## config.mk

```make
export PLATFORM = sky130hd
export DESIGN_NAME = rr_arbiter8
export DESIGN_NICKNAME = d
export VERILOG_FILES = /design/src/rtl/rr_arbiter8.sv
export SDC_FILE = /design/constraint.sdc
export NUM_CORES = 1
export LEC_CHECK = 0
export ABC_AREA = 1
export ABC_CLOCK_PERIOD_IN_PS = 3500
export CAP_MARGIN = 40
export CORE_MARGIN = 1
export CORE_UTILIZATION = 51
export DETAILED_ROUTE_END_ITERATION = 6
export GPL_TIMING_DRIVEN = 0
export PLACE_DENSITY = 0.82
export SKIP_LAST_GASP = 1
export SYNTH_ARGS = -nofsm -noshare
export SYNTH_HDL_FRONTEND = slang
export SYNTH_SLANG_ARGS = --single-unit
export TNS_END_PERCENT = 10
```

## constraint.sdc

```tcl
create_clock -name clk -period 3.5 [get_ports clk]
set_clock_uncertainty 0.05 [all_clocks]
set_input_delay 0.7 -clock clk [delete_from_list [all_inputs] [get_ports clk]]
set_output_delay 0.7 -clock clk [all_outputs]
set_load 0.05 [all_outputs]
```

## src/rtl/rr_arbiter8.sv

```systemverilog
// Eight-way round-robin arbiter with registered one-hot grant, hold-until-release
// semantics and an optional hold timeout that preempts a long-running winner.
module rr_arbiter8 #(
  parameter int N        = 8,
  parameter int MAX_HOLD = 16
) (
  input  logic         clk,
  input  logic         rst_n,
  input  logic [N-1:0] req,
  output logic [N-1:0] grant,
  output logic         busy,
  output logic         timeout
);

  localparam int IW = $clog2(N);
  // Keep at least one counter bit so a disabled timeout still elaborates cleanly.
  localparam int CW = (MAX_HOLD > 0) ? $clog2(MAX_HOLD + 1) : 1;
  localparam logic [CW-1:0] HOLD_LAST = (MAX_HOLD > 0) ? CW'(MAX_HOLD - 1) : '0;

  typedef enum logic {IDLE, GRANT} state_t;

  state_t          state_q, state_d;
  logic [IW-1:0]   ptr_q, ptr_d;
  logic [IW-1:0]   win_q, win_d;
  logic [N-1:0]    grant_q, grant_d;
  logic [CW-1:0]   cnt_q, cnt_d;
  logic            timeout_q, timeout_d;
  logic [IW-1:0]   scan_win;
  logic            hold_expired;

  // Scan from lowest to highest priority so the nearest set bit after ptr wins last.
  always_comb begin
    logic [IW-1:0] idx;
    scan_win = '0;
    idx      = '0;
    for (int k = N; k >= 1; k--) begin
      idx = ptr_q + IW'(k);
      if (req[idx]) scan_win = idx;
    end
  end

  assign hold_expired = (MAX_HOLD != 0) && (cnt_q == HOLD_LAST);

  always_comb begin
    state_d   = state_q;
    ptr_d     = ptr_q;
    win_d     = win_q;
    grant_d   = grant_q;
    cnt_d     = cnt_q;
    timeout_d = 1'b0;
    case (state_q)
      IDLE: begin
        if (|req) begin
          win_d   = scan_win;
          grant_d = N'(1) << scan_win;
          cnt_d   = '0;
          state_d = GRANT;
        end
      end
      GRANT: begin
        // Release takes precedence over a timeout landing on the same edge.
        if (!req[win_q]) begin
          grant_d = '0;
          ptr_d   = win_q;
          state_d = IDLE;
        end else if (hold_expired) begin
          grant_d   = '0;
          ptr_d     = win_q;
          timeout_d = 1'b1;
          state_d   = IDLE;
        end else if (cnt_q != '1) begin
          cnt_d = cnt_q + CW'(1);
        end
      end
      default: begin
        state_d = IDLE;
        grant_d = '0;
      end
    endcase
  end

  always_ff @(posedge clk or negedge rst_n) begin
    if (!rst_n) begin
      state_q   <= IDLE;
      ptr_q     <= IW'(N - 1);
      win_q     <= '0;
      grant_q   <= '0;
      cnt_q     <= '0;
      timeout_q <= 1'b0;
    end else begin
      state_q   <= state_d;
      ptr_q     <= ptr_d;
      win_q     <= win_d;
      grant_q   <= grant_d;
      cnt_q     <= cnt_d;
      timeout_q <= timeout_d;
    end
  end

  assign grant   = grant_q;
  assign busy    = |grant_q;
  assign timeout = timeout_q;

endmodule

```

Word level (Yosys, flattened, before mapping)
Index checks and enable logic that the tools add are counted.

word-level totals
  flip-flop bits (word level) = 21
  bits in latches = 0
  RAM bits = 0
  memory bits (read-only) = 0
  input bits = 10
  output and inout port bits = 10
  logic and storage cells = 83
  memories = 0

cells by class
  add/sub/neg operators = 8
  $mul = 0
  divide/modulo/power cells = 0
  $lt $le $gt $ge = 9
  eq/ne operators = 8
  shift operators = 1
  mux-type cells = 44
  bitwise operators = 1
  reductions and logical operators = 6

operator list
  cell                 count
  $lt 3x4->1 const B   9
  $mux 3               10
  $bmux 1 s3           9
  $mux 8               3
  $mux 5               4
  $pmux 8 s2           1
  $reduce_or 8->1      2
  $mux 1               15
  $add 3x3->3 const B  4
  $pmux 5 s2           1
  $shl 1x3->8 const A  1
  $add 3x2->3 const B  2
  $ne 2x2->1 const B   3
  $reduce_and 2->1     3
  $add 5x1->5 const B  1
  $eq 5x4->1 const B   1
  $ne 5x5->1 const B   1
  $ne 2x1->1 const B   2
  $reduce_and 4->1     1
  $add 3x1->3 const B  1
  $ne 3x3->1 const B   1
  $pmux 1 s2           1
  $not 1->1            1

Longest topological paths before layout
  depth in word-level cells = 13
  mapped depth = 20
  gate-level depth less buffers = 19

Worst setup path before layout
OpenSTA, ideal clock, no wires.

  path type = register -> register
  start = reg ptr_q[0]
  end = reg grant_q[6], in the netlist grant[6]
  library setup time = 0.118 ns
  arrival = 2.197 ns
  data required time = 3.332 ns
  slack = 1.135 ns
  cell stages (with the launch flop) = 19
  path buffers = 2
  clock period less this slack = 2.365 ns
  cells stage by stage = dfstp_2 buf_6 inv_6 buf_12 ha_1 inv_1 nand3_1 nand3_1 nand2_2 a21oi_1 nand3_1 nand2_1 nand2_1 nand2_1 nand2_2 nand2_4 nor2_2 nand2_1 nand2_1

on the way
  word-level cells in the longest chain between the ends = 13
  elaborated cells between the ends (all ways) = 34
  classes of those cells = 7 x add/sub; 1 x shift; 26 x mux

RTL lines
  what                                                    line    text
  start, declared                                         23      logic [IW-1:0] ptr_q, ptr_d;
  start signal, assigned                                  85      ptr_q <= IW'(N - 1);
  start signal, assigned                                  92      ptr_q <= ptr_d;
  $add 3x3->3 or $bmux 1 s3 (tied branches)               37, 38
  $bmux 1 s3 or $mux 1 (tied branches)                    38      if (req[idx]) scan_win = idx;
  $mux 1 (implied by the code) or $mux 3 (tied branches)  38
  $mux 3 (6 in a row)                                     38
  $mux 3 *                                                38
  $shl 1x3->8 *                                           55      grant_d = N'(1) << scan_win;
  $mux 8 *                                                53      if (|req) begin
  $pmux 8 s2 *                                            51      case (state_q)
  end signal, assigned                                    94      grant_q <= grant_d;
  end, declared                                           25      logic [N-1:0] grant_q, grant_d;

Mark *: on every way between the ends. The rest lies on a longest branch, timed or not. The select of a mux whose other input is x is not followed.
A chain may end at the register's enable or synchronous reset.

Final worst setup path
  start = reg ptr_q[0]
  end = reg grant_q[1], in the netlist grant[1]

The elaborated chain is that of the path after synthesis.

==> flow_summary_export.csv <==
group,metric,value,unit
clock_tree,post_cts_resized,0,
clock_tree,cts_hold_buf,0,
worst_setup_path,path_max_fanout,10,
outcome,status,"finished, final reports clean",
worst_setup_path,cp.required,3690,ps
clock_tree,numCtsBuffers,3,
global_routing,grt_pass1_wl,6020,µm
routing,avgRoutedWirePerCell,11.1,µm
routing,vias,1590,
yosys,yosysUniqueCellTypes,30,
finish,fin_nets,286,
finish,layoutNonFillerInstCount,314,
finish,multiInputGateArea,993,µm²
routing,drc_errors,0,
worst_setup_path,reg2reg_depth,19,
timing,layout_min_cycle_time,2680,ps
routing,wl,3490,µm
timing,fin_setup_tns,0,ps
yosys,ys_ff_latch,21,
global_routing,grt_max_degree,13,
global_routing,grt_pass1_vias,1526,
floorplan,core_area,3100,µm²
yosys,synth_nets,261,
worst_setup_path,r2r-start,"ptr_q[0]$_DFFE_PN1P_",
routing,ant_nets,0,
place,dpl_worst_slack,851,ps
clock_tree,clk_latency,300,ps
clock_tree,postCtsSetupRepairBufs,0,
yosys,synth.avg_cell_area,6.85,µm²
place,io_buffers,19,
routing,first_pass_iters,4,
min_path,worstHoldStart,"grant[4]$_DFFE_PN0P_",
timing,setup_viol,0,
finish,seq_area,529,µm²
floorplan,fp-row-count,20,
floorplan,start_util,54.3,%
finish,fillers,299,
worst_setup_path,arrival,2870,ps
yosys,ys_warn_count,0,
clock_tree,htreeDepth,1,
finish,drive_above_1_share,15.6,%
clock_tree,clock_path_buffers,2,
timing,rsz0062_at_grt,"no",
worst_setup_path,timing.reg2reg.setup_slack,820,ps
timing,fin_ws,820,ps
min_path,hp-class,"reg -> reg",
timing,finalHoldViolCount,0,
floorplan,dieArea,3540,µm²
finish,n_antenna_cell,0,
worst_setup_path,critical_path_class,"reg -> reg",
timing,fin_crit_sh,76.6,%
worst_setup_path,startpoint_type,"flop",
clock_tree,cts-root-buf,"clkbuf_4",
clock_tree,cts_num_sinks,21,
floorplan,pin_count,20,
global_routing,antenna_found_initial,0,
timing,maxSlewHeadroom,66.6,%
min_path,min_to,"grant[4]$_DFFE_PN0P_",
run,cap_violations,0,
global_routing,grtUsageTotal,22.3,%
place,dp_cells,310,
clock_tree,path_clk_slew,110,ps
timing,slew_viol_final,0,
floorplan,die_x,59.5,µm
floorplan,dieHeight,59.5,µm
yosys,synth_area,1690,µm²
routing,drt-initial-drc-count,72,
global_routing,globalRoute.totalOverflow,0,
place,finalWeightedCongestion,0.927,
timing,fmax,373,MHz
timing,tightestPinTransition,499,ps
yosys,netlist_instances,246,
worst_setup_path,reg2reg_to,"grant[1]$_DFFE_PN0P_",
worst_setup_path,cp-end-kind,"flop",
finish,syn_to_final_growth,17.1,%
routing,route.detailed.vias_per_inst,5.06,
yosys,seq_area_frac_synth,31.4,%
min_path,holdPathStages,2,
place,hpwl,2950,µm
clock_tree,cts_tree,"built",
-- state kept, by name (all words and copies together), names as in the netlist --
signal   flops
grant        8
cnt_q        5
ptr_q        3
win_q        3
state_q      1
timeout      1
-- logic make-up (layout without fill, tap and decap cells) --
| family | Yosys count | after routing | share of synthesized area, % |
|---|---|---|---|
| AND/OR/NAND/NOR | 156 | 156 | 43.9 |
| XOR/XNOR | 3 | 3 | 1.56 |
| flip-flops | 21 | 21 | 31.4 |
| AO/OA/AOI/OAI | 28 | 28 | 9.73 |
| adder cells (fa/ha/maj) | 5 | 5 | 3.71 |
| buffers and inverters | 33 | 57 | 9.65 |
-- cells in the final DEF, fill, tap and decap left out, types with 5 or more instances in the layout --
cell type        instances
nand2_1                 79
nand3_1                 35
inv_1                   23
clkdlybuf4s50_1         19
dfrtp_1                 18
nor2_1                  15
o21ai_0                 11
a21oi_1                 11
nand2_2                 10
nand3_2                  7
inv_2                    6
ha_1                     5
-- through the flow --
step           utilization [%]  cell area [µm²]  hold slack, ps
2_1_floorplan                -             1690             354
3_3_place_gp              62.2             1930             413
3_5_place_dp              62.7             1950             448
4_1_cts                   63.6             1970             476
5_1_grt                   63.6             1970             499
6_report                  63.6             1970             465
-- Yosys cell counts (all sizes together) --
cell type / instances / area (µm²)
nand2: 91 / 382
nand3: 42 / 245
inv: 30 / 118
dfrtp: 18 / 450
nor2: 18 / 80.1
a21oi: 12 / 71.3
o21ai: 11 / 55.1
ha: 5 / 62.6
dfstp: 3 / 78.8
buf: 2 / 31.3
nor3: 2 / 15.0
nor4: 2 / 12.5
o21a: 2 / 15.0
xor2: 2 / 17.5
a22o: 1 / 8.76
clkbuf: 1 / 13.8
nand4: 1 / 6.26
o211ai: 1 / 7.51
o22ai: 1 / 6.26
xnor2: 1 / 8.76
-- worst max path at each step --
stage                                    start                   end  slack, ps  cells past startpoint
after floorplan           ptr_q[0]$_DFFE_PN1P_  grant[6]$_DFFE_PN0P_       1140                     18
after global placement                  req[4]  grant[6]$_DFFE_PN0P_        870                     10
after detailed placement                req[0]  cnt_q[3]$_DFFE_PN0P_        850                     12
after CTS                 ptr_q[0]$_DFFE_PN1P_  grant[1]$_DFFE_PN0P_        830                     19
after global routing      ptr_q[0]$_DFFE_PN1P_  grant[3]$_DFFE_PN0P_        590                     20
final                     ptr_q[0]$_DFFE_PN1P_  grant[1]$_DFFE_PN0P_        820                     19
-- layer usage --
| metal | vias to the layer above | global-route usage [%] | part of all wire (%) |
|---|---|---|---|
| li1 | 849 | - | - |
| met1 | 710 | 26.1 | 46 |
| met2 | 25 | 42.5 | 50 |
| met3 | 6 | 1.53 | 2.4 |
| met4 | 0 | 7.14 | 1.3 |
| met5 | - | 0 | 0 |
-- layout make-up --
| class | instances | area share (%) |
|---|---|---|
| multi-input combinational | 192 | 50.3 |
| sequential | 21 | 26.8 |
| timing repair buffer | 20 | 10.4 |
| inverter | 30 | 5.96 |
| tap | 44 | 2.79 |
| buffer | 3 | 2.28 |
| clock buffer | 3 | 1.14 |
| clock inverter | 1 | 0.254 |
-- worst max-delay path: stages (launching register included) --
cell,delay [ps]
dfstp_2,550
buf_6,140
inv_6,40
buf_12,130
ha_1,360
inv_1,210
nand3_1,140
nand3_1,160
nand2_1,70
inv_1,50
nand2_1,40
nand2_1,50
nand2_1,40
nand2_1,50
nand2_1,70
nand2_2,100
nand2_2,70
nor2_4,130
nand3_1,100
nand2_1,80
Power is left out: the tool's default activity adds up to more than one toggle a clock period on the data nets, which glitch-free logic cannot reach.
